## src/rtl/uart_cmd_decoder.sv

```systemverilog
// Decodes HEADER,ADDR,DH,DL[,CSUM] byte frames from a UART receiver into address/data commands.
// Latency: cmd_valid rises one cycle after the last byte capture. Backpressure: no bytes are unloaded while a command waits.
// Optional checksum byte enabled by defining CMD_CHECKSUM_EN.
module uart_cmd_decoder #(
    parameter logic [7:0] HEADER         = 8'hA5,
    parameter int         TIMEOUT_CYCLES = 40000
) (
    input  logic        clk,
    input  logic        reset,
    input  logic        byte_rdy,
    input  logic [7:0]  rx_byte,
    output logic        uld_rx_data,
    output logic        cmd_valid,
    input  logic        cmd_ready,
    output logic [7:0]  cmd_addr,
    output logic [15:0] cmd_data,
    output logic        frame_err,
    output logic [7:0]  err_count,
    output logic        busy
);

    localparam int TW = (TIMEOUT_CYCLES > 2) ? $clog2(TIMEOUT_CYCLES) : 1;
    // Expiry is flagged on the cycle whose increment would bring the count to TIMEOUT_CYCLES-1.
    localparam logic [TW-1:0] TMO_LAST = TW'(TIMEOUT_CYCLES - 2);

    typedef enum logic [2:0] {
        S_HDR,
        S_ADDR,
        S_DH,
        S_DL,
`ifdef CMD_CHECKSUM_EN
        S_CSUM,
`endif
        S_ISSUE
    } state_t;

    state_t         state_q, state_d;
    logic           fetch_q;
    logic [TW-1:0]  timer_q, timer_d;
    logic [7:0]     addr_q, addr_d;
    logic [7:0]     dh_q, dh_d;
`ifdef CMD_CHECKSUM_EN
    logic [7:0]     dl_q, dl_d;
    logic [7:0]     csum_sum;
`endif
    logic [7:0]     cmd_addr_q, cmd_addr_d;
    logic [15:0]    cmd_data_q, cmd_data_d;
    logic [7:0]     err_count_q, err_count_d;
    logic           err_c;
    logic           in_frame;

    assign in_frame    = (state_q != S_HDR) && (state_q != S_ISSUE);
    // The strobe is gated while a fetch is in flight, so rx_byte is always sampled exactly once.
    assign uld_rx_data = !reset && byte_rdy && !fetch_q && (state_q != S_ISSUE);
`ifdef CMD_CHECKSUM_EN
    assign csum_sum    = addr_q + dh_q + dl_q + rx_byte;
`endif

    always_ff @(posedge clk) begin
        if (reset) begin
            state_q     <= S_HDR;
            fetch_q     <= 1'b0;
            timer_q     <= '0;
            addr_q      <= 8'h00;
            dh_q        <= 8'h00;
`ifdef CMD_CHECKSUM_EN
            dl_q        <= 8'h00;
`endif
            cmd_addr_q  <= 8'h00;
            cmd_data_q  <= 16'h0000;
            err_count_q <= 8'h00;
        end else begin
            state_q     <= state_d;
            fetch_q     <= uld_rx_data;
            timer_q     <= timer_d;
            addr_q      <= addr_d;
            dh_q        <= dh_d;
`ifdef CMD_CHECKSUM_EN
            dl_q        <= dl_d;
`endif
            cmd_addr_q  <= cmd_addr_d;
            cmd_data_q  <= cmd_data_d;
            err_count_q <= err_count_d;
        end
    end

    always_comb begin
        state_d     = state_q;
        timer_d     = '0;
        addr_d      = addr_q;
        dh_d        = dh_q;
`ifdef CMD_CHECKSUM_EN
        dl_d        = dl_q;
`endif
        cmd_addr_d  = cmd_addr_q;
        cmd_data_d  = cmd_data_q;
        err_count_d = err_count_q;
        err_c       = 1'b0;

        if (in_frame) begin
            timer_d = fetch_q ? '0 : timer_q + TW'(1);
        end

        case (state_q)
            S_HDR: begin
                if (fetch_q && (rx_byte == HEADER)) begin
                    state_d = S_ADDR;
                end
            end
            S_ADDR: begin
                if (fetch_q) begin
                    addr_d  = rx_byte;
                    state_d = S_DH;
                end
            end
            S_DH: begin
                if (fetch_q) begin
                    dh_d    = rx_byte;
                    state_d = S_DL;
                end
            end
            S_DL: begin
                if (fetch_q) begin
`ifdef CMD_CHECKSUM_EN
                    dl_d    = rx_byte;
                    state_d = S_CSUM;
`else
                    cmd_addr_d = addr_q;
                    cmd_data_d = {dh_q, rx_byte};
                    state_d    = S_ISSUE;
`endif
                end
            end
`ifdef CMD_CHECKSUM_EN
            S_CSUM: begin
                if (fetch_q) begin
                    if (csum_sum == 8'h00) begin
                        cmd_addr_d = addr_q;
                        cmd_data_d = {dh_q, dl_q};
                        state_d    = S_ISSUE;
                    end else begin
                        err_c = 1'b1;
                    end
                end
            end
`endif
            S_ISSUE: begin
                if (cmd_ready) begin
                    state_d = S_HDR;
                end
            end
            default: state_d = S_HDR;
        endcase

        // A capture on the expiry cycle keeps the frame alive.
        if (in_frame && !fetch_q && (timer_q == TMO_LAST)) begin
            err_c = 1'b1;
        end

        if (err_c) begin
            state_d     = S_HDR;
            timer_d     = '0;
            err_count_d = (err_count_q == 8'hFF) ? 8'hFF : err_count_q + 8'd1;
        end
    end

    assign cmd_valid = (state_q == S_ISSUE);
    assign busy      = (state_q != S_HDR);
    assign frame_err = err_c && !reset;
    assign cmd_addr  = cmd_addr_q;
    assign cmd_data  = cmd_data_q;
    assign err_count = err_count_q;

endmodule

```

## config.mk

```make
export PLATFORM = sky130hd
export DESIGN_NAME = uart_cmd_decoder
export DESIGN_NICKNAME = d
export VERILOG_FILES = /design/src/rtl/uart_cmd_decoder.sv
export SDC_FILE = /design/constraint.sdc
export NUM_CORES = 1
export LEC_CHECK = 0
export CAP_MARGIN = 20
export CELL_PAD_IN_SITES_DETAIL_PLACEMENT = 1
export CELL_PAD_IN_SITES_GLOBAL_PLACEMENT = 2
export CORE_ASPECT_RATIO = 0.7
export CORE_MARGIN = 2
export CORE_UTILIZATION = 32
export DETAILED_ROUTE_END_ITERATION = 8
export PLACE_DENSITY_LB_ADDON = 0.2
export SLEW_MARGIN = 15
export SYNTH_ARGS = -nofsm -noshare
export SYNTH_HDL_FRONTEND = slang
export SYNTH_SLANG_ARGS = --single-unit
```

## constraint.sdc

```tcl
create_clock -name clk -period 2.6 [get_ports clk]
set_clock_uncertainty 0.2 [all_clocks]
set_input_delay 0.52 -clock clk [delete_from_list [all_inputs] [get_ports clk]]
set_output_delay 0.52 -clock clk [all_outputs]
set_load 0.01 [all_outputs]
```

==> out/metrics.cfg <==
[place]
place_congestion=0.7839
placed_area_um2=3525
port_buffers=47
dp_hpwl_mm=5.068

[pwr]
power.density_nw_per_um2=598.6
leakagePower_nw=1.218
ir_drop_v=0.0003674

[detailed_routing]
drt_iter0_drc=78
vias=2450
first_pass_iters=4
routedWlPerCell_um=14.63
drc=0
via_per_inst=4.832
drtAntennaViolNets=0
wl_mm=7.419

[worst_setup_path]
critPathTopFamily=simple AND/OR/NAND/NOR gates
timing.rr.end=timer_q[15]
path_cells=inv_1 > ha_1 > nor4bb_4 > and4_1 > and2_4 > nor2b_1 > buf_2
reg2reg_slack_ns=0.50
cp_max_fo=2
crit_slowest_cell=dfxtp_1
crit_path_start_kind=flip-flop
cp.depth=7
critical_path.max_stage_delay_ns=0.30
crit_end=frame_err
arrival_ns=1.73
required_ns=1.88
startpoint=timer_q[0]
path_buf_inv=2
reg2regPathDepth=8
worstSetupPathType=reg2out
r2r_start=timer_q[0]
cp-end-kind=output port

[sta]
fin_setup_tns_ns=0
fin_crit_sh_pct=94.09
finalCriticalPeriod_ns=2.446
rsz0062_at_grt=no
fmax_ghz=0.4088
hold_viol=0
maxSlewHeadroom_pct=49.67
setup_violations=0
slew_violations=0
tightest_slew_ns=0.7535

[finish]
final_area_um2=3830
nets=398
multi_input_area_um2=1404
n_antenna_cell=0
fillers=1030
ff_latch_area_um2=1363
area_delta_synth_final_pct=34.02
drive_gt1_share_pct=13.95
mostFrequentLayoutCell=dfxtp_1
mostFrequentLayoutCells=dfxtp_1, nand2_1, clkdlybuf4s50_1

[global_routing]
globalRouteOverflowTotal=0
first_global_vias=2472
grt_antenna_before_repair=0
grt_start_max_net_pins=54
grt_pass1_wl_mm=12.68
grt_use_total_pct=16.77

[floorplanning]
rows=28
dieWidth_um=117.0
ios=48
start_util_pct=33.43
core_area_um2=8548
dieHeight_um=83.07
dieArea_um2=9714

[synth]
avgSynthCellArea_um2=8.875
syn_nets=337
ys_seq_elements=68
ys_warn_count=0
seq_area_frac_synth_pct=47.64
synthDistinctLibCells=39
synthCells=322
yosys.area.top_type=dfxtp_1
syn_area_um2=2858
synth_top_cell_area_share_pct=47.64
synth_area_leaders=dfxtp_1, nand2_1, a21oi_1

[clock_tree]
cts_buffers=9
clk_pin_slew_ns=0.05
cts_root_buf=clkbuf_16
clk-insertion-delay-late_ns=0.33
cts_tree=built
h-tree-depth=3
clk_path_buf_depth=2
cts.sinks=68

[outcome]
status=complete, no violations

[worst_hold_path]
hp-class=reg2reg

[job]
drv_cap=0

## worst register-to-register path, delay by kind of cell (launching register included)
family	cells	cell delay, ns
adders and majority gates	1	0.14
and+or+nand+nor	4	0.75
buffers and inverters	3	0.60
DFF	1	0.30
## synthesized netlist by cell type
cell       n
xor2_1     3
buf_6      2
nand4_1    5
xnor2_1   11
inv_1      3
nand2b_1   5
or3_1      2
nand3_1    5
clkbuf_1  11
and3_1     3
nor2_2     3
and4_4     1
buf_12     1
or4b_1     1
a21oi_1   32
nor3_2     1
and2_1     2
mux2i_1   16
o21ai_0    1
o21bai_1   1
nor4bb_1   2
a211oi_1   6
and4b_1    1
or2_2      2
ha_1       3
nor4b_1    4
and4_1     1
a31oi_1    3
o211a_1    1
nor2_1    29
nor3_1    11
nor4_1     8
a311oi_1   1
nor3b_1    1
nor2_4     8
dfxtp_1   68
nand2_1   60
nor2b_1    1
buf_2      3
## sequential cells by signal, indices dropped and copies added (netlist names)
register	cells
addr_q	8
cmd_addr	8
cmd_data	16
dh_q	8
err_count	8
fetch_q	1
state_q	3
timer_q	16
## layout make-up
type                            instances  share of cell area, %
Sequential cell                        68                  35.58
Clock buffer                           11                  6.338
Timing Repair Buffer                   67                  15.91
Multi-Input combinational cell        234                  36.65
Inverter                                3                 0.2940
Clock inverter                          4                  1.307
Tap cell                              120                  3.920
## per-stage QoR
step | util (%) | std cells | total power [mW] | hold slack (ns) | worst slack, ns
after floorplan | - | 322 | 1.085 | 0.2312 | 0.5155
after global placement | 41.23 | 492 | 1.121 | 0.2410 | 0.1079
after detailed placement | 41.23 | 492 | 1.121 | 0.2473 | 0.003559
after CTS | 44.73 | 507 | 2.329 | 0.2543 | 0.002617
after global routing | 44.80 | 507 | 2.387 | 0.2773 | 0.004573
final | 44.80 | 507 | 2.293 | 0.2500 | 0.1537
## timing repair
action | 4_1_cts | 5_1_grt
resized for setup | 5 | 4
hold buffers | 0 | 0
setup endpoints to repair | 2 | 1
setup buffers | 0 | 0
pin swaps | 1 | 1
## metal layers
metal | global-route usage [%] | vias up | share of wire, %
met5 | 0 | - | 0
met4 | 4.171 | 0 | 1.1
met3 | 5.985 | 10 | 4.2
met2 | 25.22 | 45 | 44
met1 | 22.83 | 1164 | 51
li1 | - | 1231 | -
## cell families after synthesis
group,Yosys count,synth area share (%)
flops,68,47.64
fa+ha+maj,3,1.314
mux,16,5.604
xor+xnor,14,4.291
simple gates,156,28.37
buf+inv,20,3.853
compound gates,45,8.932
## power by group
part / switching [mW] / internal [mW] / total, mW
registers: 0.00230 / 1.04 / 1.05
clock network: 0.435 / 0.761 / 1.20
logic: 0.0268 / 0.0242 / 0.0510
## how the worst min path moves through the flow
stage | cells past startpoint | endpoint | startpoint
6_report | 2 | cmd_data[1] | cmd_data[1]
4_1_cts | 2 | cmd_data[1] | cmd_data[1]
2_1_floorplan | 2 | cmd_addr[0] | addr_q[0]
3_3_place_gp | 2 | cmd_addr[4] | addr_q[4]
5_1_grt | 2 | cmd_data[14] | dh_q[6]
3_5_place_dp | 2 | cmd_data[1] | cmd_data[1]
Power figures use the tool's default switching activity.
